**src/rtl/step_pulse_sequencer.sv**
```systemverilog
// ---------------------------------------------------------------------------
// step_pulse_sequencer
//
// Programmable step-pulse generator for the motor/stepper drive path. A
// fractional phase accumulator (modulus CLK_HZ) produces an exact average
// pulse rate. The block runs either a single fixed rate or a profile of
// (rate, duration) segments from a small loadable table, played once or
// looped. pulse_out is a one-cycle strobe on clk, intended as an enable.
//
// Ports
//   clk, rst     clock; asynchronous active-high reset
//   start        level: 1 = run, 0 = stop and return to IDLE
//   mode         00 fixed, 01 profile once, 10 profile loop, 11 as 00
//   fixed_rate   pulse rate in Hz used in fixed mode (sampled every cycle)
//   cfg_we       profile table write strobe
//   cfg_addr     profile table write address
//   cfg_rate     segment rate in Hz
//   cfg_dur      segment duration in seconds; 0 marks end of profile
//   pulse_out    one-cycle step strobe
//   sec_tick     one-cycle strobe every CLK_HZ running cycles
//   busy         running (fixed or profile)
//   done         profile finished, waiting for start to drop
//   cur_seg      index of the active profile segment
//   pulse_cnt    pulses emitted since the last run start (wraps)
// ---------------------------------------------------------------------------
module step_pulse_sequencer #(
  parameter int unsigned CLK_HZ    = 100000000,
  parameter int unsigned SEG_DEPTH = 16,
  parameter int unsigned RATE_W    = 16,
  parameter int unsigned DUR_W     = 8,
  parameter int unsigned CNT_W     = 32
) (
  input  logic                         clk,
  input  logic                         rst,
  input  logic                         start,
  input  logic [1:0]                   mode,
  input  logic [RATE_W-1:0]            fixed_rate,
  input  logic                         cfg_we,
  input  logic [$clog2(SEG_DEPTH)-1:0] cfg_addr,
  input  logic [RATE_W-1:0]            cfg_rate,
  input  logic [DUR_W-1:0]             cfg_dur,
  output logic                         pulse_out,
  output logic                         sec_tick,
  output logic                         busy,
  output logic                         done,
  output logic [$clog2(SEG_DEPTH)-1:0] cur_seg,
  output logic [CNT_W-1:0]             pulse_cnt
);

  localparam int unsigned IDX_W = $clog2(SEG_DEPTH);
  localparam int unsigned SEC_W = $clog2(CLK_HZ);
  // One extra bit so acc + rate (< 1.5 * CLK_HZ) never overflows.
  localparam int unsigned ACC_W = SEC_W + 1;

  localparam logic [ACC_W-1:0] MODULUS  = ACC_W'(CLK_HZ);
  localparam logic [SEC_W-1:0] SEC_LAST = SEC_W'(CLK_HZ - 1);

  typedef enum logic [1:0] {
    S_IDLE      = 2'd0,
    S_RUN_FIXED = 2'd1,
    S_RUN_SEQ   = 2'd2,
    S_DONE      = 2'd3
  } state_t;

  state_t state;
  state_t state_nxt;

  // Profile table (not reset; contents undefined until written)
  logic [RATE_W-1:0] tbl_rate [SEG_DEPTH];
  logic [DUR_W-1:0]  tbl_dur  [SEG_DEPTH];

  // Working copy of the active segment
  logic [RATE_W-1:0] seg_rate;
  logic [DUR_W-1:0]  rem;
  logic              loop_mode;

  logic [ACC_W-1:0]  acc;
  logic [SEC_W-1:0]  sec_cnt;

  // FSM control strobes
  logic              clr_run;
  logic              run_step;
  logic              seg_load;
  logic [IDX_W-1:0]  seg_idx;
  logic              rem_dec;
  logic [IDX_W-1:0]  nxt_idx;

  // Stage p0 (combinational accumulator step)
  logic              vld_p0;
  logic [RATE_W-1:0] rate_p0;
  logic [ACC_W:0]    step_p0;
  logic              carry_p0;
  logic [ACC_W-1:0]  acc_nxt_p0;

  // Modular add: returns {carry, (a + r) mod CLK_HZ}. Valid because a is
  // always below CLK_HZ and r is at most CLK_HZ/2.
  function automatic logic [ACC_W:0] acc_wrap(
    input logic [ACC_W-1:0]  a,
    input logic [RATE_W-1:0] r
  );
    logic [ACC_W-1:0] sum;
    sum = a + ACC_W'(r);
    if (sum >= MODULUS) begin
      return {1'b1, sum - MODULUS};
    end
    return {1'b0, sum};
  endfunction

  assign nxt_idx = cur_seg + IDX_W'(1);

  always_ff @(posedge clk or posedge rst) begin
    if (rst) begin
      state <= S_IDLE;
    end else begin
      state <= state_nxt;
    end
  end

  always_comb begin
    state_nxt = state;
    clr_run   = 1'b0;
    run_step  = 1'b0;
    seg_load  = 1'b0;
    seg_idx   = '0;
    rem_dec   = 1'b0;
    case (state)
      S_IDLE: begin
        if (start) begin
          clr_run = 1'b1;
          if (mode == 2'b01 || mode == 2'b10) begin
            if (tbl_dur[0] == '0) begin
              state_nxt = S_DONE;
            end else begin
              state_nxt = S_RUN_SEQ;
              seg_load  = 1'b1;
            end
          end else begin
            state_nxt = S_RUN_FIXED;
          end
        end
      end
      S_RUN_FIXED: begin
        if (!start) begin
          state_nxt = S_IDLE;
        end else begin
          run_step = 1'b1;
        end
      end
      S_RUN_SEQ: begin
        if (!start) begin
          state_nxt = S_IDLE;
        end else begin
          run_step = 1'b1;
          // Segment bookkeeping acts on the cycle that shows sec_tick, so
          // the new segment becomes visible one cycle after the final tick.
          if (sec_tick) begin
            if (rem > DUR_W'(1)) begin
              rem_dec = 1'b1;
            end else if (nxt_idx != '0 && tbl_dur[nxt_idx] != '0) begin
              seg_load = 1'b1;
              seg_idx  = nxt_idx;
            end else if (loop_mode && tbl_dur[0] != '0) begin
              seg_load = 1'b1;
              seg_idx  = '0;
            end else begin
              state_nxt = S_DONE;
            end
          end
        end
      end
      S_DONE: begin
        if (!start) begin
          state_nxt = S_IDLE;
        end
      end
      default: begin
        state_nxt = S_IDLE;
      end
    endcase
  end

  assign vld_p0     = run_step;
  assign rate_p0    = (state == S_RUN_FIXED) ? fixed_rate : seg_rate;
  assign step_p0    = acc_wrap(acc, rate_p0);
  assign carry_p0   = step_p0[ACC_W];
  assign acc_nxt_p0 = step_p0[ACC_W-1:0];

  // Stage p1 (registered outputs, counters)
  // pulse_out and sec_tick default low, so stopping, IDLE and DONE never
  // strobe. The last running cycle before DONE may still register a pulse,
  // which is then visible in the first DONE cycle.
  always_ff @(posedge clk or posedge rst) begin
    if (rst) begin
      acc       <= '0;
      sec_cnt   <= '0;
      sec_tick  <= 1'b0;
      pulse_out <= 1'b0;
      pulse_cnt <= '0;
      cur_seg   <= '0;
      rem       <= '0;
      loop_mode <= 1'b0;
    end else begin
      pulse_out <= 1'b0;
      sec_tick  <= 1'b0;
      if (clr_run) begin
        acc       <= '0;
        sec_cnt   <= '0;
        pulse_cnt <= '0;
        cur_seg   <= '0;
        loop_mode <= (mode == 2'b10);
      end else if (vld_p0) begin
        acc       <= acc_nxt_p0;
        pulse_out <= carry_p0;
        if (carry_p0) begin
          pulse_cnt <= pulse_cnt + CNT_W'(1);
        end
        if (sec_cnt == SEC_LAST) begin
          sec_cnt  <= '0;
          sec_tick <= 1'b1;
        end else begin
          sec_cnt <= sec_cnt + SEC_W'(1);
        end
      end
      if (seg_load) begin
        cur_seg <= seg_idx;
        rem     <= tbl_dur[seg_idx];
      end else if (rem_dec) begin
        rem <= rem - DUR_W'(1);
      end
    end
  end

  // Table writes are independent of state. A rewrite of the active entry
  // only matters at its next load because seg_rate holds the live copy;
  // a load and a write in the same cycle load the old contents.
  always_ff @(posedge clk) begin
    if (cfg_we) begin
      tbl_rate[cfg_addr] <= cfg_rate;
      tbl_dur[cfg_addr]  <= cfg_dur;
    end
    if (seg_load) begin
      seg_rate <= tbl_rate[seg_idx];
    end
  end

  assign busy = (state == S_RUN_FIXED) || (state == S_RUN_SEQ);
  assign done = (state == S_DONE);

endmodule

```
**config.mk**
```make
export PLATFORM = sky130hd
export DESIGN_NAME = step_pulse_sequencer
export DESIGN_NICKNAME = d
export VERILOG_FILES = /design/src/rtl/step_pulse_sequencer.sv
export SDC_FILE = /design/constraint.sdc
export NUM_CORES = 1
export LEC_CHECK = 0
export CAP_MARGIN = 0
export CORE_MARGIN = 1
export CORE_UTILIZATION = 25
export CTS_BUF_LIST = sky130_fd_sc_hd__clkbuf_8 sky130_fd_sc_hd__clkbuf_16
export DETAILED_ROUTE_END_ITERATION = 8
export PLACE_DENSITY = 0.36
export SYNTH_ARGS = -nofsm -noshare
export SYNTH_HDL_FRONTEND = slang
export SYNTH_SLANG_ARGS = --single-unit
export TNS_END_PERCENT = 20
```
**constraint.sdc**
```tcl
create_clock -name clk -period 12.54 [get_ports clk]
set_input_delay 2.508 -clock clk [delete_from_list [all_inputs] [get_ports clk]]
set_output_delay 2.508 -clock clk [all_outputs]
set_load 0.005 [all_outputs]
```
; Word-level counts from Yosys, hierarchy flattened
; Memory sizes are Yosys's and may differ from the RTL's. A register that Yosys moved wholly into a read port is not among the register bits.
; Index checks and enable logic that the tools add are counted.
[word_totals]
regBits = 104
mem_bits_rw = 384
inputBits = 50
out_inout_bits = 40
elab_cells = 102
n_memories = 2
[memory_table]
columns = memory, words, width, read_ports, rd_ports_with_merged_regs, write_ports, line_no
row1 = tbl_rate, 16, 16, 1, 1, 1, 69  ; logic [RATE_W-1:0] tbl_rate [SEG_DEPTH];
row2 = tbl_dur, 16, 8, 3, 0, 1, 70  ; logic [DUR_W-1:0] tbl_dur [SEG_DEPTH];
[op_classes]
add_sub_neg = 6
magnitude_cmp = 2
eq_ne = 12
muxes = 54
reduce_logical = 17
[ops]
columns = operator, count
row1 = 32-bit two-way mux, 3
row2 = 27-bit two-way mux, 3
row3 = 29-bit two-way mux, 2
row4 = 28-bit two-way mux, 2
row5 = "32-bit by 1-bit adder with 32-bit output, second input constant", 1
row6 = 28-bit by 16-bit adder with 28-bit output, 1
row7 = "28-bit by 27-bit greater-or-equal comparator with 1-bit output, second input constant", 1
row8 = 4-bit two-way mux, 7
row9 = "28-bit by 27-bit subtractor with 28-bit output, second input constant", 1
row10 = "27-bit by 1-bit adder with 27-bit output, second input constant", 1
row11 = "27-bit equality test, second input constant", 1
row12 = 1-bit two-way mux, 24
row13 = 16-bit two-way mux, 1
row14 = 2-bit two-way mux, 8
row15 = 8-bit two-way mux, 2
row16 = 8-bit nonzero test, 2
row17 = "3-bit inequality test, second input constant", 4
row18 = "8-bit by 1-bit greater-than comparator with 1-bit output, second input constant", 1
row19 = 8-bit logical NOT, 1
row20 = 2-bit nonzero test, 4
row21 = "8-bit by 1-bit subtractor with 8-bit output, second input constant", 1
row22 = "2-bit equality test, second input constant", 3
row23 = 2-bit case mux with 3 select lines, 1
row24 = 6-bit AND reduction, 1
row25 = other kinds (10), 15

; Longest topological paths before layout
; An unclocked memory read counts as a cell.
[depth]
depth_word = 11
depth_mapped = 24
mapped_depth_nobuf = 21

; Least setup slack after synthesis
; Ideal clock, no wire load.
[synth_timing]
path_kind = in2reg
from = input fixed_rate[0]
to = register acc[15]
setup_ns = 0.083
arrival_time_ns = 6.216
required_time_ns = 12.457
setup_slack_ns = 6.242
cell_stages = 19
path_buffers = 1
path_cell_list = mux2_2 > ha_1 > inv_1 > fa_1 > nor2b_1 > o211ai_1 > a211oi_1 > nor2_1 > xnor2_1 > ha_1 > nand4b_1 > or4_1 > nor3_1 > o211a_1 > o211ai_2 > buf_6 > or3b_2 > xnor2_1 > o21ai_0
[synth_between]
elab_chain_cells = 7
elab_cells_between_ends = 9
cone_classes = add/sub (2) / order compare (1) / mux (6)
[synth_lines]
columns = item, line_no
row1 = from (decl), 37  ; input logic [RATE_W-1:0] fixed_rate,
row2 = 16-bit two-way mux (*), 183  ; assign rate_p0 = (state == S_RUN_FIXED) ? fixed_rate : seg_rate;
row3 = 28-bit by 16-bit adder with 28-bit output (*), 102  ; sum = a + ACC_W'(r);
row4 = 28-bit by 27-bit subtractor with 28-bit output or 28-bit by 27-bit greater-or-equal comparator with 1-bit output (tied branches), "104, 103"
row5 = 29-bit two-way mux or 1-bit two-way mux (tied branches), 103  ; if (sum >= MODULUS) begin
row6 = 29-bit two-way mux (*), 106  ; return {1'b0, sum};
row7 = 28-bit two-way mux (*), 211  ; end else if (vld_p0) begin
row8 = 28-bit two-way mux (*), 205  ; if (clr_run) begin
row9 = to (signal assigned), 212  ; acc <= acc_nxt_p0;
row10 = to (decl), 77  ; logic [ACC_W-1:0] acc;
; Every way passes the cells marked *; elsewhere a longest branch is shown, timed or not. The select of a mux whose other input is x is not followed.
; A chain may end at the register's enable or synchronous reset.

; Final worst setup path
[layout_timing]
from = input fixed_rate[0]
to = register acc[23]
; The elaborated chain is that of the path after synthesis.

==> results.md <==
- The power density over cell area is 162 mW/mm².
- After the last flow step, the layout net total stands at 2,079.
- The worst-case vdd ir drop is 112 µV.
- The clock passes through at most 3 buffers.
- Net switching is 28.7% of the power.
- The path type of the worst setup path is in2reg.
- In the final timing run, aggregate negative setup slack is 0 ns.
- The floorplan step defined a die boundary enclosing 0.0953 mm².
- At the placement stage, the worst setup path has a slack of 4.54 ns.
- The worst path in the final design needs a cycle of 7.40 ns, including I/O delays and setup.
- Across all setup checks in the final design, the least slack found is 5.14 ns.
- At the end of the flow the core is filled with cells to 30.1%.
- Dividing the synthesized area by the synthesized cell count gives 12.3 µm².
- The critical path required time is 13.00 ns.
- The clock transition at the registers of the reported paths is 0.06 ns.
- The number of port buffers is 89.
- The measured slew at the worst slew-check pin is 1.17 ns.
- The number of search-and-repair iterations in the first detailed-routing pass is 5.
- The number of max-cap violations is 0.
- In the global route stage, overall resource usage came out at 15.3%.
- In this run the vertical extent of the chip is 309 µm.
- The global-route wire length before repair is 108 mm.
- The class of the tightest hold or removal check is reg2reg.
- Data arrives at the worst endpoint at 7.86 ns.
- After Yosys synthesis, XOR and XNOR cells account for 2.87% of the synthesized area.
- The proportion of synthesized flip-flops having asynchronous set or reset is 20.6%.
- In this run, the clock network consumes 39.6% of the power.
- The capturing element type of the critical path is a register.
- Summing the areas of all compound-gate instances in the mapped netlist gives 10.9% of the synthesized area.
- The number of remaining DRC errors is 0.
- The register bit total from synthesis is 504.
- The total setup buffers inserted after CTS is 0.
- Routability-driven placement finished with a final weighted congestion of 0.782.
- The wire length after detailed routing is 73.1 mm.
- The count of nets left with antenna violations once routing finished came out at 0.
- During I/O placement, the number of pins put on the boundary was 90.
- The analysis attributes to net switching a power of 1.31 mW.
- The post-synthesis instance area is 0.0235 mm².
- The prevailing post-synth register cell is sky130_fd_sc_hd__edfxtp_1.
- The headroom to the max-slew limit is 19.7%.
- The number of warning messages in the yosys log is 0.
- Cells with a size suffix above 1 make up 12.7% of the layout.
- The total internal power is 3.25 mW.
- The portion of synthesized cell area occupied by the leading cell type is 51.1%.
- The width of the die is 309 µm.
- The global route total overflow is 0.
- The multiplexer share of the synthesized area is 6.55%.
- For this design the static power due to leakage is 9.34 nW.
- The finished layout holds 3,308 standard cells, fillers aside.
- The initial antenna violation count is 6.
- The via count of the first global-routing pass was 16.0k.
- The average routed wire per standard cell is 22.1 µm.
- The worst path uses 59.0% of the clock period.
- At the later pin of the worst-skew pair, clock insertion delay measures 0.66 ns.
- On the final layout, the worst clock skew is 0.0839 ns.
- The synthesized netlist contains 90 unique library cells.
- The total number of vias is 15.8k.
- The slowest stage of the critical path belongs to the cell sky130_fd_sc_hd__clkdlybuf4s50_1.
- The via density per instance is 4.76.
- Setup violations remaining at the end of the flow were counted as 0.
- Summing the areas of all fa, ha and maj instances in the mapped netlist gives 1.57% of the synthesized area.
- The final count of pins violating max slew is 0.
- The part of the Yosys area used for sequential elements is 62.1%.
- The combinational group share of total power is 17.9%.
- The worst setup path is launched from an input pin.
- In the layout the commonest cells are 400 x sky130_fd_sc_hd__edfxtp_1, 262 x sky130_fd_sc_hd__nand2_1, 110 x sky130_fd_sc_hd__o21ai_0.
- The fraction of the mapped netlist area in simple logic gates is 13.6%.
- The signal on the critical path passes through clkdlybuf4s50_1 > mux2_2 > ha_1 > inv_1 > fa_1 > nor2b_1 > o211ai_1 > a211oi_1 > nor2_1 > xnor2_1 > ha_1 > nand4b_1 > or4_1 > nor3_1 > o211a_1 > o211ai_4 > buf_4 > o32ai_1 > nor2_1 > a221o_1.
- Sequential cells burn 42.4% of the power.
- Leaving out fill and tap cells, the most frequent cell in the layout is sky130_fd_sc_hd__edfxtp_1.
- The run finished with clean final reports.
- Along the worst path, the maximum fanout reaches 57.
- The count of endpoints failing hold in the final timing report is 0.
- The number of instances in the placed design is 3,191.
- For this configuration, the core starts out at a cell density of 25.2%.
- Compared with the post-synthesis result, the final layout area differs by 19.2%.
- The gate count of the mapped netlist is 1,912.
- Setup repair after global routing left no endpoint under its margin.
- The detailed placement HPWL is 45.5 mm.
- The largest area contributor in the netlist is sky130_fd_sc_hd__edfxtp_1.
- The clock tree from TritonCTS is built.
- The clock root buffer is sky130_fd_sc_hd__clkbuf_16.
- Ranked by total cell area, the synthesized netlist is headed by sky130_fd_sc_hd__edfxtp_1 51%, sky130_fd_sc_hd__dfrtp_1 11%, sky130_fd_sc_hd__nand2_1 4.2%.
- The area of the core region is 0.0932 mm².
- The clock buffer count from CTS is 61.
- Based on the critical path, the design can be clocked at up to 135 MHz.
- The synthesized design contains 400 enable-type register cells.
- The first routing iteration left 988 violations.
- CTS built an H-tree with a depth of 2.
- After clock tree synthesis, the flow added hold-fix buffers numbering 0.
- The maximum number of pins on one net before global-route repair is 65.
- The floorplan has 112 rows.
- Counting every net in the synthesized netlist gives 1,991.
- The count of clock tree sinks is 504.
- The longest individual stage delay on the worst path is 0.55 ns.
- The count of cells resized by post-cts repair is 0.
- The dominant combinational cell family by area after synthesis is simple AND/OR/NAND/NOR gates.
==> registers in the layout, summed over array words and instances, names as in the netlist <==
signal,count
acc,28
cur_seg,4
loop_mode,1
pulse_cnt,32
pulse_out,1
rem,8
sec_cnt,27
sec_tick,1
seg_rate,16
state,2
tbl_dur,128
tbl_rate,256
==> per-stage QoR <==
step	total power [mW]	hold slack (ns)	cell area, µm²
final	4.55	0.470	28000
after CTS	4.63	0.475	28000
after global routing	4.77	0.513	28000
after floorplan	2.50	0.437	23500
after detailed placement	2.79	0.463	26000
after global placement	2.79	0.463	26000
==> final cells by class <==
type	count	area, µm²
Sequential cell	504	14600
Clock buffer	67	1620
Clock inverter	49	457
Inverter	31	119
Timing Repair Buffer	126	1170
Antenna cell	1	2.50
Multi-Input combinational cell	1276	8480
Fill cell	9410	65200
Tap cell	1254	1570
==> metal layers <==
layer | global-route usage (%) | part of all wire (%) | vias to the layer above
li1 | - | - | 7415
met3 | 2.18 | 3.4 | 84
met2 | 26.4 | 49 | 252
met5 | 0 | 0.031 | -
met1 | 20.1 | 46 | 8006
met4 | 3.36 | 1.8 | 4
==> synth_stat cells, types with 5 or more instances <==
cell type,number
sky130_fd_sc_hd__and2_1,9
sky130_fd_sc_hd__xnor2_1,58
sky130_fd_sc_hd__or3_1,8
sky130_fd_sc_hd__buf_1,12
sky130_fd_sc_hd__a31oi_1,13
sky130_fd_sc_hd__nand3b_1,7
sky130_fd_sc_hd__xor2_1,19
sky130_fd_sc_hd__nor2b_1,11
sky130_fd_sc_hd__o221ai_1,21
sky130_fd_sc_hd__o211ai_1,25
sky130_fd_sc_hd__nand2_1,263
sky130_fd_sc_hd__ha_1,28
sky130_fd_sc_hd__o311ai_0,17
sky130_fd_sc_hd__nor4b_1,10
sky130_fd_sc_hd__nand2b_1,8
sky130_fd_sc_hd__a22o_1,10
sky130_fd_sc_hd__clkbuf_1,67
sky130_fd_sc_hd__nand4_1,14
sky130_fd_sc_hd__mux2_2,57
sky130_fd_sc_hd__a211o_1,6
sky130_fd_sc_hd__or4_1,5
sky130_fd_sc_hd__edfxtp_1,400
sky130_fd_sc_hd__o21ai_0,112
sky130_fd_sc_hd__and3_1,19
sky130_fd_sc_hd__nand3_1,86
sky130_fd_sc_hd__a22oi_1,7
sky130_fd_sc_hd__dfrtp_1,104
sky130_fd_sc_hd__o31ai_1,10
sky130_fd_sc_hd__mux2i_1,65
sky130_fd_sc_hd__nor2_1,120
sky130_fd_sc_hd__nor4_1,25
sky130_fd_sc_hd__a21oi_1,67
sky130_fd_sc_hd__buf_2,17
sky130_fd_sc_hd__a21o_1,10
sky130_fd_sc_hd__o21a_1,7
sky130_fd_sc_hd__inv_1,31
sky130_fd_sc_hd__a211oi_1,15
sky130_fd_sc_hd__nor4_2,12
sky130_fd_sc_hd__mux4_2,11
sky130_fd_sc_hd__nor3_1,34
==> final timing paths <==
| kind | start | end | slack (ns) | cells past startpoint |
|---|---|---|---|---|
| min reg2reg | sec_cnt[26] | sec_cnt[26] | 0.47 | 1 |
| max | fixed_rate[0] | acc[23] | 5.14 | 20 |
| min | sec_cnt[26] | sec_cnt[26] | 0.47 | 1 |
| max in group asynchronous | rst | pulse_cnt[28] | 8.84 | 3 |
| max reg2reg | state[1] | acc[23] | 6.15 | 21 |
| min in group asynchronous | rst | rem[0] | 2.30 | 2 |
==> cells by family (layout without fill, tap and decap cells) <==
family / count (synthesis) / after routing
AO/OA/AOI/OAI: 380 / 380
XOR/XNOR: 77 / 77
adder cells (fa/ha/maj): 29 / 29
buffers and inverters: 132 / 273
flip-flops: 504 / 504
multiplexers: 133 / 133
other: 0 / 1
AND/OR/NAND/NOR: 657 / 657
==> power groups by stage <==
stage / combinational (mW) / clock (mW) / sequential [mW]
after floorplan: 0.553 / 0 / 1.95
after global placement: 0.830 / 0 / 1.96
after detailed placement: 0.825 / 0 / 1.97
after CTS: 0.831 / 1.87 / 1.93
after global routing: 0.900 / 1.93 / 1.94
final: 0.817 / 1.81 / 1.93
==> critical path, delay by kind of cell <==
family	cells	cell delay, ns
AOI/OAI and AO/OA	6	1.69
and+or+nand+nor	6	1.35
buffers and inverters	3	0.95
adders and majority gates	3	0.81
xor gates and xnor gates	1	0.35
muxes	1	0.19
(Power assumes the default switching activity.)
==> variant: new RTL, same flow settings <==
Put one more register stage on the output `pulse_cnt`, with the module's reset. The value now appears one clock later. The other outputs are not delayed to match.
--- a/src/rtl/step_pulse_sequencer.sv
+++ b/src/rtl/step_pulse_sequencer.sv
@@ -64,2 +64,4 @@
 
+  logic [CNT_W-1:0] pulse_cnt_s0;
+
   state_t state;
@@ -197,3 +199,3 @@
       pulse_out <= 1'b0;
-      pulse_cnt <= '0;
+      pulse_cnt_s0 <= '0;
       cur_seg   <= '0;
@@ -207,3 +209,3 @@
         sec_cnt   <= '0;
-        pulse_cnt <= '0;
+        pulse_cnt_s0 <= '0;
         cur_seg   <= '0;
@@ -214,3 +216,3 @@
         if (carry_p0) begin
-          pulse_cnt <= pulse_cnt + CNT_W'(1);
+          pulse_cnt_s0 <= pulse_cnt_s0 + CNT_W'(1);
         end
@@ -248,2 +250,10 @@
 
+  always_ff @(posedge clk or posedge rst) begin
+    if (rst) begin
+      pulse_cnt <= '0;
+    end else begin
+      pulse_cnt <= pulse_cnt_s0;
+    end
+  end
+
 endmodule
Check against the original RTL: no difference found for any inputs over 4 cycles, from zero or initial values and one cycle with rst high; that may be too few to reach the edited logic, so the function may still have changed.
==> variant against the original RTL <==
Routed wire length is 0.38% higher; combinational power is 24% higher; count of clock-buffer cells in the layout up 6; cell area up 2.9%; total power up 7.9%; clock skew decreased by 56 ps; die area up 3.2%; utilization increased by 0.089 points; setup slack improved by 550 ps; sequential cell count up 32; synthesized area increased by 3.2%; sequential power grew 7%; global-route usage is 0.27 points lower; non-clock buffer count shrank 4; critical path type unchanged; critical endpoint is now acc[18]$_DFFE_PP0P_.
==> variant: results (changes against the original RTL) <==
[metrics] clock latency on the worst-skew pair: 620 ps (was 660 ps)
[metrics] number of vias per cell after detailed routing: 4.78 (was 4.76)
[metrics] setup slack at placement: 5010 ps (was 4540 ps)
[metrics] via count of the first global-routing pass: 16000 (about the same)
[metrics] startpoint of the most critical register-to-register path: cur_seg[0]$_DFFE_PP0P_ (was state[1]$_DFFE_PP0P_)
[metrics] grt met2 use: 23.8% (was 26.4%)
[metrics] Avg WL per Cell: 22.4 um (was 22.1 um)
[metrics] detailed placement HPWL: 44700 um (was 45500 um)
[metrics] FFs w/ async S/R, synth: 25.4% (was 20.6%)
[metrics] ranking of synthesized cells by instance count: edfxtp_1, dfrtp_1, mux2i_1 (was edfxtp_1, nand2_1, nor2_1)
[metrics] Total GRT Usage: 15.0% (was 15.3%)
[metrics] first-pass GRT wire length: 110000 um (was 108000 um)
[metrics] global routing met1 resource utilization: 21.4% (was 20.1%)
[metrics] R2R depth: 15 (was 21)
[metrics] net count after synthesis: 1948 (was 1991)
[metrics] delay contributed by the slowest stage of the critical path: 440 ps (was 550 ps)
[metrics] number of antenna violations at the first check in global routing: 3 (was 6)
[metrics] peak supply drop: 0.0000747 V (was 0.000112 V)
[metrics] number of fillers in the final layout: 9688 (was 9410)
[metrics] top flop regs: tbl_rate (256), tbl_dur (128) (was tbl_rate (256), tbl_dur (128), pulse_cnt (32))
[metrics] routed wire length: 73400 um (was 73100 um)
[metrics] slew at the pin with the worst max-slew slack: 1130 ps (was 1170 ps)
[metrics] run status: finished, final reports clean (unchanged)
[metrics] DRT iter0 DRCs: 924 (was 988)
[metrics] routed wl met3: 2360 um (was 2510 um)
[metrics] largest net degree at the start of global routing: 72 (was 65)
[metrics] Inst Count DP: 3156 (was 3191)
[metrics] leading cell types by total area after synthesis: edfxtp_1, dfrtp_1, mux2i_1 (was edfxtp_1, dfrtp_1, nand2_1)
[metrics] Arr. time, crit path: 7340 ps (was 7860 ps)
[metrics] fraction of layout instances using a drive strength above 1: 10.5% (was 12.7%)
==> variant: area by class of cell <==
cell class / count / area, um2 / area share, %
diodes: 1 / 2.50 / 0.00868
clock buffers: 73 / 1760 / 6.10
clock inverters: 44 / 347 / 1.20
inverters: 26 / 103 / 0.356
multi-input cells: 1207 / 8490 / 29.4
flip-flops and latches: 536 / 15400 / 53.5
well taps: 1265 / 1580 / 5.49
repair buffers: 122 / 1140 / 3.95
==> variant: power by group through the flow <==
stage / clock (mW) / combinational, mW / sequential [mW]
final: 1.85 / 1.01 / 2.06
after floorplan: 0 / 0.731 / 2.05
after global placement: 0 / 1.03 / 2.10
after detailed placement: 0 / 1.02 / 2.10
after CTS: 1.92 / 1.03 / 2.06
after global routing: 1.99 / 1.10 / 2.07
==> variant: how the worst min path moves through the flow <==
stage / startpoint / to / cells past startpoint
after floorplan: pulse_cnt_s0[31]$_DFFE_PP0P_ / pulse_cnt[31]$_DFF_PP0_ / 0
after global placement: pulse_cnt_s0[31]$_DFFE_PP0P_ / pulse_cnt[31]$_DFF_PP0_ / 0
after detailed placement: pulse_cnt_s0[31]$_DFFE_PP0P_ / pulse_cnt[31]$_DFF_PP0_ / 0
after CTS: pulse_cnt_s0[22]$_DFFE_PP0P_ / pulse_cnt[22]$_DFF_PP0_ / 0
after global routing: pulse_cnt_s0[31]$_DFFE_PP0P_ / pulse_cnt[31]$_DFF_PP0_ / 0
final: pulse_cnt_s0[22]$_DFFE_PP0P_ / pulse_cnt[22]$_DFF_PP0_ / 0
==> variant: logic make-up after synthesis <==
kind of cell	Yosys count	synth area share [%]
flops	536	63.5
simple gates	503	10.8
compound gates	436	12.3
mux	157	6.71
buf+inv	126	2.16
xor+xnor	82	2.99
fa+ha+maj	29	1.53
